==> config.mk <==
export PLATFORM = sky130hd
export DESIGN_NAME = mvb_discard_stats
export DESIGN_NICKNAME = d
export VERILOG_FILES = /design/src/rtl/mvb_discard_stats_pkg.sv /design/src/rtl/mvb_discard_popcnt.sv /design/src/rtl/mvb_discard_stats.sv
export SDC_FILE = /design/constraint.sdc
export NUM_CORES = 1
export LEC_CHECK = 0
export ABC_AREA = 1
export BUFFER_PORTS_ARGS = -buffer_cell sky130_fd_sc_hd__buf_2
export CAP_MARGIN = 20
export CORE_MARGIN = 5
export CORE_UTILIZATION = 60
export DETAILED_ROUTE_END_ITERATION = 10
export PLACE_DENSITY = 0.9
export SYNTH_ARGS = -nofsm -noshare
export SYNTH_HDL_FRONTEND = slang
export SYNTH_HIERARCHICAL = 1
export SYNTH_SLANG_ARGS = --single-unit
export TNS_END_PERCENT = 50
==> constraint.sdc <==
create_clock -name CLK -period 6.05 [get_ports CLK]
set_input_delay 1.21 -clock CLK [delete_from_list [all_inputs] [get_ports CLK]]
set_output_delay 1.21 -clock CLK [all_outputs]
set_load 0.005 [all_outputs]
==> src/rtl/mvb_discard_stats_pkg.sv <==
`default_nettype none
// +----------------------------------------------------------------------------+
// | Module      : mvb_discard_stats_pkg                                         |
// | Description : Shared constants and types for the MVB discard statistics    |
// |               block: MI register offsets, CTRL bit positions and the       |
// |               stage-1 per-word count type.                                 |
// | Revision    : 1.0 - initial release                                        |
// +----------------------------------------------------------------------------+
package mvb_discard_stats_pkg;

    // Largest REGIONS value the stage-1 count type is sized for.
    localparam int unsigned c_REGIONS_MAX = 16;

    // MI register byte offsets (32-bit words).
    localparam logic [31:0] c_ADDR_TOTAL_LO = 32'h0000_0000;
    localparam logic [31:0] c_ADDR_TOTAL_HI = 32'h0000_0004;
    localparam logic [31:0] c_ADDR_DISC_LO  = 32'h0000_0008;
    localparam logic [31:0] c_ADDR_DISC_HI  = 32'h0000_000C;
    localparam logic [31:0] c_ADDR_CTRL     = 32'h0000_0010;

    // CTRL register bit positions.
    localparam int unsigned c_CTRL_SNAPSHOT = 0;
    localparam int unsigned c_CTRL_CLEAR    = 1;

    // Number of items counted in one MVB word: $clog2(REGIONS+1) bits,
    // sized here for the largest supported region count.
    typedef logic [$clog2(c_REGIONS_MAX + 1)-1:0] stage1_cnt_t;

endpackage : mvb_discard_stats_pkg
`default_nettype wire

==> src/rtl/mvb_discard_popcnt.sv <==
`default_nettype none
// +----------------------------------------------------------------------------+
// | Module      : mvb_discard_popcnt                                           |
// | Description : Registered dual popcount of one MVB discard word. Counts     |
// |               valid items and valid-and-discarded items; both counts are   |
// |               forced to zero when no beat is transferred.                  |
// | Ports       : clk, rst_n (async, active-low)                               |
// |               i_beat        word transferred this cycle                    |
// |               i_vld/i_data  per-region valid / discard flag                |
// |               o_n_tot/o_n_dis registered counts                            |
// | Revision    : 1.0 - initial release                                        |
// +----------------------------------------------------------------------------+
module mvb_discard_popcnt
    import mvb_discard_stats_pkg::*;
#(
    parameter int REGIONS = 4
)(
    input  logic               clk,
    input  logic               rst_n,
    input  logic               i_beat,
    input  logic [REGIONS-1:0] i_vld,
    input  logic [REGIONS-1:0] i_data,
    output stage1_cnt_t        o_n_tot,
    output stage1_cnt_t        o_n_dis
);

    stage1_cnt_t w_tot;
    stage1_cnt_t w_dis;
    stage1_cnt_t r_tot;
    stage1_cnt_t r_dis;

    // A discard flag only counts when its item is valid.
    always_comb begin
        w_tot = '0;
        w_dis = '0;
        for (int i = 0; i < REGIONS; i++) begin
            w_tot = w_tot + stage1_cnt_t'(i_vld[i]);
            w_dis = w_dis + stage1_cnt_t'(i_vld[i] & i_data[i]);
        end
    end

    always_ff @(posedge clk or negedge rst_n) begin
        if (!rst_n) begin
            r_tot <= '0;
            r_dis <= '0;
        end else begin
            r_tot <= i_beat ? w_tot : '0;
            r_dis <= i_beat ? w_dis : '0;
        end
    end

    assign o_n_tot = r_tot;
    assign o_n_dis = r_dis;

endmodule : mvb_discard_popcnt
`default_nettype wire

==> src/rtl/mvb_discard_stats.sv <==
`default_nettype none
// +----------------------------------------------------------------------------+
// | Module      : mvb_discard_stats                                            |
// | Description : Receiver of the RX MAC Lite MVB discard stream. Counts valid |
// |               and discarded frames in two CNT_WIDTH counters and exposes   |
// |               snapshots of them through an MI slave.                       |
// | Ports       : CLK, RESET_N (async, active-low)                             |
// |               MVB_DATA/MVB_VLD/MVB_SRC_RDY/MVB_DST_RDY  discard stream     |
// |               MI_DWR/MI_ADDR/MI_RD/MI_WR/MI_BE          MI request         |
// |               MI_DRD/MI_ARDY/MI_DRDY                    MI response        |
// | Registers   : 0x00 TOTAL_LO, 0x04 TOTAL_HI, 0x08 DISC_LO, 0x0C DISC_HI (RO)|
// |               0x10 CTRL (WO): bit0 SNAPSHOT, bit1 CLEAR                    |
// | Options     : MVB_DISCARD_STATS_SAT_EN - counters saturate instead of wrap |
// | Revision    : 1.0 - initial release                                        |
// +----------------------------------------------------------------------------+
module mvb_discard_stats
    import mvb_discard_stats_pkg::*;
#(
    parameter int REGIONS       = 4,   // must not exceed c_REGIONS_MAX
    parameter int CNT_WIDTH     = 64,  // 33..64
    parameter int MI_DATA_WIDTH = 32,
    parameter int MI_ADDR_WIDTH = 32
)(
    input  logic                       CLK,
    input  logic                       RESET_N,
    input  logic [REGIONS-1:0]         MVB_DATA,
    input  logic [REGIONS-1:0]         MVB_VLD,
    input  logic                       MVB_SRC_RDY,
    output logic                       MVB_DST_RDY,
    input  logic [MI_DATA_WIDTH-1:0]   MI_DWR,
    input  logic [MI_ADDR_WIDTH-1:0]   MI_ADDR,
    input  logic                       MI_RD,
    input  logic                       MI_WR,
    input  logic [MI_DATA_WIDTH/8-1:0] MI_BE,
    output logic [MI_DATA_WIDTH-1:0]   MI_DRD,
    output logic                       MI_ARDY,
    output logic                       MI_DRDY
);

    logic                     r_active;
    logic                     w_beat;
    stage1_cnt_t              w_n_tot;
    stage1_cnt_t              w_n_dis;
    logic                     w_ctrl_wr;
    logic                     w_snapshot;
    logic                     w_clear;
    logic [CNT_WIDTH-1:0]     r_total;
    logic [CNT_WIDTH-1:0]     r_disc;
    logic [CNT_WIDTH-1:0]     r_snap_total;
    logic [CNT_WIDTH-1:0]     r_snap_disc;
    logic [63:0]              w_snap_total_ext;
    logic [63:0]              w_snap_disc_ext;
    logic [MI_DATA_WIDTH-1:0] w_rd_data;
    logic [MI_DATA_WIDTH-1:0] r_drd;
    logic                     r_drdy;
    logic                     w_unused;

    // Goes high on the first edge after reset release; gates every
    // handshake so nothing is accepted while reset is (or was just) active.
    always_ff @(posedge CLK or negedge RESET_N) begin
        if (!RESET_N) r_active <= 1'b0;
        else          r_active <= 1'b1;
    end

    assign MVB_DST_RDY = r_active;
    assign w_beat      = MVB_SRC_RDY & r_active;
    assign MI_ARDY     = r_active & (MI_RD | MI_WR);

    mvb_discard_popcnt #(
        .REGIONS (REGIONS)
    ) u_popcnt (
        .clk     (CLK),
        .rst_n   (RESET_N),
        .i_beat  (w_beat),
        .i_vld   (MVB_VLD),
        .i_data  (MVB_DATA),
        .o_n_tot (w_n_tot),
        .o_n_dis (w_n_dis)
    );

    assign w_ctrl_wr  = r_active & MI_WR & MI_BE[0]
                      & (MI_ADDR == MI_ADDR_WIDTH'(c_ADDR_CTRL));
    assign w_snapshot = w_ctrl_wr & MI_DWR[c_CTRL_SNAPSHOT];
    assign w_clear    = w_ctrl_wr & MI_DWR[c_CTRL_CLEAR];

    function automatic logic [CNT_WIDTH-1:0] acc_add(
        input logic [CNT_WIDTH-1:0] a,
        input stage1_cnt_t          n
    );
`ifdef MVB_DISCARD_STATS_SAT_EN
        logic [CNT_WIDTH:0] sum;
        sum = {1'b0, a} + (CNT_WIDTH+1)'(n);
        // Carry out means the add crossed the maximum: pin to all ones.
        return sum[CNT_WIDTH] ? {CNT_WIDTH{1'b1}} : sum[CNT_WIDTH-1:0];
`else
        return a + CNT_WIDTH'(n);
`endif
    endfunction

    // Clear wins over the stage-2 add of the same edge; the stage-1 register
    // is untouched, so its contents land on the next edge.
    always_ff @(posedge CLK or negedge RESET_N) begin
        if (!RESET_N) begin
            r_total <= '0;
            r_disc  <= '0;
        end else if (w_clear) begin
            r_total <= '0;
            r_disc  <= '0;
        end else begin
            r_total <= acc_add(r_total, w_n_tot);
            r_disc  <= acc_add(r_disc,  w_n_dis);
        end
    end

    // Samples the current (pre-clear, pre-add) live values.
    always_ff @(posedge CLK or negedge RESET_N) begin
        if (!RESET_N) begin
            r_snap_total <= '0;
            r_snap_disc  <= '0;
        end else if (w_snapshot) begin
            r_snap_total <= r_total;
            r_snap_disc  <= r_disc;
        end
    end

    assign w_snap_total_ext = 64'(r_snap_total);
    assign w_snap_disc_ext  = 64'(r_snap_disc);

    always_comb begin
        w_rd_data = '0;
        if (MI_ADDR == MI_ADDR_WIDTH'(c_ADDR_TOTAL_LO))
            w_rd_data = w_snap_total_ext[31:0];
        else if (MI_ADDR == MI_ADDR_WIDTH'(c_ADDR_TOTAL_HI))
            w_rd_data = w_snap_total_ext[63:32];
        else if (MI_ADDR == MI_ADDR_WIDTH'(c_ADDR_DISC_LO))
            w_rd_data = w_snap_disc_ext[31:0];
        else if (MI_ADDR == MI_ADDR_WIDTH'(c_ADDR_DISC_HI))
            w_rd_data = w_snap_disc_ext[63:32];
    end

    // Read data is taken from the snapshot registers before this edge's
    // write lands, so a same-cycle RD+WR returns the old contents.
    always_ff @(posedge CLK or negedge RESET_N) begin
        if (!RESET_N) begin
            r_drd  <= '0;
            r_drdy <= 1'b0;
        end else begin
            r_drdy <= r_active & MI_RD;
            if (r_active & MI_RD) r_drd <= w_rd_data;
        end
    end

    assign MI_DRD  = r_drd;
    assign MI_DRDY = r_drdy;

    assign w_unused = ^{MI_BE[MI_DATA_WIDTH/8-1:1], MI_DWR[MI_DATA_WIDTH-1:2]};

endmodule : mvb_discard_stats
`default_nettype wire

==> impl_metrics.csv, run 1 <==
group,metric,value,unit
status,outcome,"finished, final reports clean",
global_route,grt_pass1_wl,77700,um
global_route,grt_overflow,0,
routing,drtAntennaViolNets,0,
cells_and_area,diodes,0,
cells_and_area,fin_nets,2405,
floorplan,row_count,60,
floorplan,placeableCoreArea,0.0269,sq mm
cells_and_area,ff_latch_area,0.00741,sq mm
global_route,grt_max_degree,257,
routing,drtPass1Iterations,6,
clock_network,holdBufCountCts,0,
critical_path,critPathMaxFanout,256,
synth,synthesis.area,0.0163,sq mm
timing,setup-violations-final,0,
timing,rsz0062_at_grt,"no",
clock_network,clock_path_buffers,3,
cells_and_area,layout_commonest_cell,"nand2_1",
clock_network,numCtsBuffers,34,
routing,drt-total-wl,49600,um
clock_network,ctsResizeCount,0,
timing,slew_headroom,0.240,
global_route,antenna_found_initial,0,
cells_and_area,nFillCells,2285,
timing,worst_pin_slew,1.14,ns
clock_network,root_buffer,"clkbuf_16",
synth,ys_seq_area_frac,0.455,
pwr,power_leakage,0.00934,uW
synth,avgSynthCellArea,7.26,sq um
critical_path,critPathArrivalTime,3.53,ns
synth,yosysWarnings,6,
clock_network,clock_latency,0.51,ns
routing,wire_per_inst,18.6,um
timing,finalHoldViolCount,0,
critical_path,cp-end-kind,"flip-flop",
floorplan,io_pins,116,
routing,drt_iter0_drc,1768,
critical_path,slowest_delay,0.72,ns
hold_path,hp-class,"flip-flop to flip-flop",
clock_network,cts_tree,"yes",
clock_network,numClockSinks,296,
clock_network,cts.clk_slew.worst_paths,0.06,ns
clock_network,post_cts_buffers,0,
place,port_buffers,82,
timing,slew_violations,0,
place,dp_hpwl,36200,um
floorplan,dieHeight,175,um
floorplan,die_w,175,um
timing,max_freq,0.314,GHz
clock_network,htree_levels,2,
timing,timing.final.ws_setup,2.86,ns
pwr,power,5050,uW
critical_path,start_kind,"primary input",
synth,synth-seq-cells,296,
run,maxCapViolCount,0,
place,dpl.cell_count,2609,
cells_and_area,syn2layout_area_growth,10.5,%
critical_path,crit_top_cell,"nand2_1",
timing,fin_setup_tns,0,ns
pwr,peakVddDrop,308,uV
cells_and_area,final_cells,2671,
timing,finalCriticalPeriod,3.19,ns
cells_and_area,multi_input_area,0.00746,sq mm
synth,synth.distinct_cells,37,
timing,fin_skew,0.0186,ns
cells_and_area,drive_gt1_frac,0.0884,
global_route,gr-usage-all-layers,0.320,
floorplan,die-area,0.0305,sq mm
floorplan,start_util,0.606,
routing,vias_per_cell,5.71,
pwr,power.density,281,mW/mm^2
synth,syn_inst,2243,
critical_path,cp.required,6.39,ns
place,gp_congestion,0.982,
critical_path,critPathKind,"primary input to flip-flop",
routing,drc,0,
global_route,grt_pass1_vias,14487,
cells_and_area,layout_common_cells,"nand2_1, nor2_1, dfrtp_1",
routing,vias,15250,
place,pre_cts_slack,2.34,ns
timing,fin_crit_sh,0.527,
critical_path,path_cells,"buf_2 -> nor2_1 -> nand2_1 -> nor2_1 -> nand2_1 -> inv_2 -> buf_4 -> nand3_4 -> buf_12 -> nand2_1 -> o21ai_1",
critical_path,slowest_stage,"buf_4",
through the flow:
stage | hold slack, ns | cell area (sq um) | utilization
after floorplan | 0.454 | 16300 | -
after global placement | 0.461 | 16800 | 0.624
after detailed placement | 0.459 | 16800 | 0.624
after CTS | 0.475 | 17900 | 0.668
after global routing | 0.499 | 18000 | 0.670
final | 0.476 | 18000 | 0.670
where the power goes:
| group | leakage [uW] | internal (uW) | switching (uW) |
|---|---|---|---|
| Sequential | 0.00376 | 2080 | 98.4 |
| Combinational | 0.00501 | 230 | 486 |
| Clock | 0.000570 | 1310 | 848 |
kinds of logic (layout without fill, tap and decap cells):
kind of cell / Yosys count / in the layout / synth area share
AOI/OAI and AO/OA: 189 / 189 / 0.0611
xor gates and xnor gates: 52 / 52 / 0.0280
adders and majority gates: 18 / 18 / 0.0157
buffers and inverters: 323 / 407 / 0.0889
DFF: 296 / 296 / 0.455
other: 2 / 5 / 0.000461
and+or+nand+nor: 1363 / 1363 / 0.351
worst max-delay path, delay by kind of cell:
kind	cells	cell delay (ns)
compound gates	1	0.09
buf+inv	4	1.17
simple gates	6	0.75
metal layers:
layer,GRT usage,part of all wire
met2,0.533,0.48
met5,0,0
met4,0.126,0.046
met3,0.0420,0.070
met1,0.428,0.40
sequential cells by signal (all words and copies together), names as in the netlist:
| signal | flops |
|---|---|
| MVB_DST_RDY | 1 |
| r_total | 64 |
| MI_DRD | 32 |
| r_snap_total | 64 |
| u_popcnt/o_n_dis | 3 |
| u_popcnt/o_n_tot | 3 |
| r_disc | 64 |
| MI_DRDY | 1 |
| r_snap_disc | 64 |
path summary, 6_finish.rpt:
kind | slack, ns | from | cells past startpoint | endpoint
worst max-delay path | 2.86 | MI_ADDR[29] | 11 | r_snap_disc[51]
worst min-delay path | 0.48 | MI_DRD[27] | 2 | MI_DRD[27]
worst max register to register | 3.62 | r_disc[0] | 10 | r_disc[56]
worst min register to register | 0.48 | MI_DRD[27] | 2 | MI_DRD[27]
max in group asynchronous | 3.96 | RESET_N | 2 | r_total[22]
min in group asynchronous | 0.81 | RESET_N | 1 | r_snap_disc[3]
cell type report:
type	instances	share of cell area
multi-input cells	1627	0.415
flip-flops and latches	296	0.412
clock buffers	46	0.0543
inverters	251	0.0524
repair buffers	96	0.0328
well taps	341	0.0237
clock inverters	14	0.0106
synth_stat cells (all sizes together):
cell	count	area share
o21ai	171	0.055
nor3b	1	0.00046
o22ai	2	0.0012
a31oi	2	0.00077
dfrtp	296	0.45
nor2	339	0.080
nand4	54	0.021
clkinv	1	0.00023
nand2	689	0.16
a21oi	14	0.0043
nor3	51	0.017
and3	2	0.00077
nand3	201	0.062
nand3b	2	0.00092
fa	4	0.0049
xor2	52	0.028
clkbuf	6	0.0014
or2	15	0.0058
and2	8	0.0031
ha	14	0.011
nor2b	1	0.00038
inv	250	0.058
conb	2	0.00046
buf	66	0.030
Note: power is estimated with default switching activity, not from simulation.
==> run 2, diff against run 1 <==
clock period = 3.03 ns   (was 6.05 ns; I/O delays follow)
==> impl_metrics.csv, run 2 (synthesized netlist as in run 1, its figures left out) <==
group,metric,value,unit
clock_network,ctsResizeCount,0,
clock_network,clock_latency,0.57,ns
clock_network,clock_path_buffers,3,
critical_path,start_kind,"flip-flop",
global_route,grt_pass1_vias,14769,
routing,drtPass1Iterations,6,
timing,fin_setup_tns,0,ns
floorplan,dieHeight,175,um
timing,fin_skew,0.0108,ns
cells_and_area,postLayoutCellArea,0.0179,sq mm
critical_path,critPathKind,"flip-flop to flip-flop",
pwr,p_seq_frac,0.449,
status,outcome,"finished, final reports clean",
cells_and_area,diodes,0,
critical_path,cp-end-kind,"flip-flop",
timing,rsz0062_at_grt,"no",
routing,vias_per_cell,5.66,
timing,worst_pin_slew,0.924,ns
pwr,power.density,540,mW/mm^2
clock_network,holdBufCountCts,0,
routing,vias,15120,
clock_network,root_buffer,"clkbuf_16",
hold_path,hp-class,"primary input to async pin",
cells_and_area,drive_gt1_frac,0.0884,
pwr,swShare,0.288,
cells_and_area,syn2layout_area_growth,10.1,%
clock_network,cts.clk_slew.worst_paths,0.06,ns
pwr,peakVddDrop,461,uV
timing,slew_violations,0,
place,port_buffers,82,
global_route,grt_overflow,0,
clock_network,htree_levels,1,
cells_and_area,fin_util,0.668,
routing,drt_iter0_drc,1650,
timing,max_freq,0.406,GHz
place,gp_congestion,1.00,
routing,drt-total-wl,50000,um
floorplan,row_count,60,
timing,setup-violations-final,0,
pwr,clock_power_share,0.402,
cells_and_area,layout_common_cells,"nand2_1, nor2_1, dfrtp_1",
timing,finalHoldViolCount,0,
cells_and_area,multi_input_area,0.00746,sq mm
run,maxCapViolCount,0,
clock_network,cts_tree,"yes",
floorplan,die-area,0.0305,sq mm
pwr,internal_power,6900,uW
critical_path,critPathArrivalTime,2.89,ns
cells_and_area,fin_nets,2407,
cells_and_area,ff_latch_area,0.00741,sq mm
floorplan,start_util,0.606,
global_route,grt_pass1_wl,79100,um
routing,wire_per_inst,18.7,um
timing,slew_headroom,0.378,
pwr,switchingPower,2790,uW
global_route,antenna_found_initial,1,
place,place_area,0.0169,sq mm
clock_network,numCtsBuffers,31,
floorplan,placeableCoreArea,0.0269,sq mm
critical_path,cp.required,3.45,ns
cells_and_area,nFillCells,2270,
global_route,grt_max_degree,97,
cells_and_area,layout_commonest_cell,"nand2_1",
pwr,combPwrFrac,0.149,
clock_network,post_cts_buffers,0,
pwr,power_leakage,0.00933,uW
timing,fin_crit_sh,0.814,
routing,drc,0,
place,dp_hpwl,37800,um
critical_path,critPathMaxFanout,6,
routing,drtAntennaViolNets,0,
floorplan,io_pins,116,
global_route,gr-usage-all-layers,0.327,
clock_network,numClockSinks,296,
floorplan,die_w,175,um
timing,finalCriticalPeriod,2.47,ns
[run 2: cell count changes in the layout (fill, tap and decap cells not counted), sizes merged]
cell and change:
buf +5, clkinv +1, clkinvlp -2, bufinv -1
clkbuf -3
[run 2: path summary, 6_finish.rpt]
| check | from | end | slack [ns] | cells past startpoint |
|---|---|---|---|---|
| max | r_disc[0] | r_disc[62] | 0.56 | 9 |
| min | RESET_N | r_disc[6] | 0.03 | 1 |
| max reg2reg | r_disc[0] | r_disc[62] | 0.56 | 9 |
| min reg2reg | MI_DRD[27] | MI_DRD[27] | 0.48 | 2 |
| max in group asynchronous | RESET_N | r_total[57] | 2.16 | 2 |
| min in group CLK | MVB_VLD[2] | u_popcnt/o_n_tot[0] | 0.41 | 4 |
[run 2: layout make-up]
cell class | instances | area share
Sequential cell | 296 | 0.413
Clock buffer | 43 | 0.0496
Multi-Input combinational cell | 1627 | 0.416
Tap cell | 341 | 0.0238
Timing Repair Buffer | 101 | 0.0377
Clock inverter | 12 | 0.00774
Inverter | 251 | 0.0525
[run 2: per-stage QoR]
stage / hold WS (ns) / worst slack (ns) / std cells / total power [uW]
2_1_floorplan: 0.310 / 1.10 / 2246 / 5360
5_1_grt: 0.0762 / 0.426 / 2671 / 10100
3_5_place_dp: 0.460 / 0.645 / 2616 / 5820
3_3_place_gp: 0.460 / 0.715 / 2616 / 5750
6_report: 0.0348 / 0.565 / 2671 / 9690
4_1_cts: 0.0594 / 0.616 / 2671 / 9700
[run 2: critical path, cell delays in order (launching register included)]
cell and delay, ns:
dfrtp_1 0.34, ha_1 0.35, inv_1 0.10, fa_1 0.44, inv_1 0.16, nand2_1 0.07, nand3_1 0.29, nand3_1 0.20
o21ai_0 0.25, a21oi_1 0.11
[run 2: layer usage]
layer,wire length (um),global-route usage,vias to the layer above
met5,19,0,-
met4,2640,0.139,4
met3,3210,0.0359,141
met2,23900,0.546,653
met1,20200,0.436,7108
li1,-,-,7214
[run 2: power by group through the flow]
stage | clock network, uW | registers [uW] | logic (uW)
after floorplan | 0 | 4350 | 1010
after global placement | 0 | 4410 | 1340
after detailed placement | 0 | 4410 | 1410
after CTS | 3930 | 4340 | 1420
after global routing | 4110 | 4370 | 1640
final | 3890 | 4350 | 1450
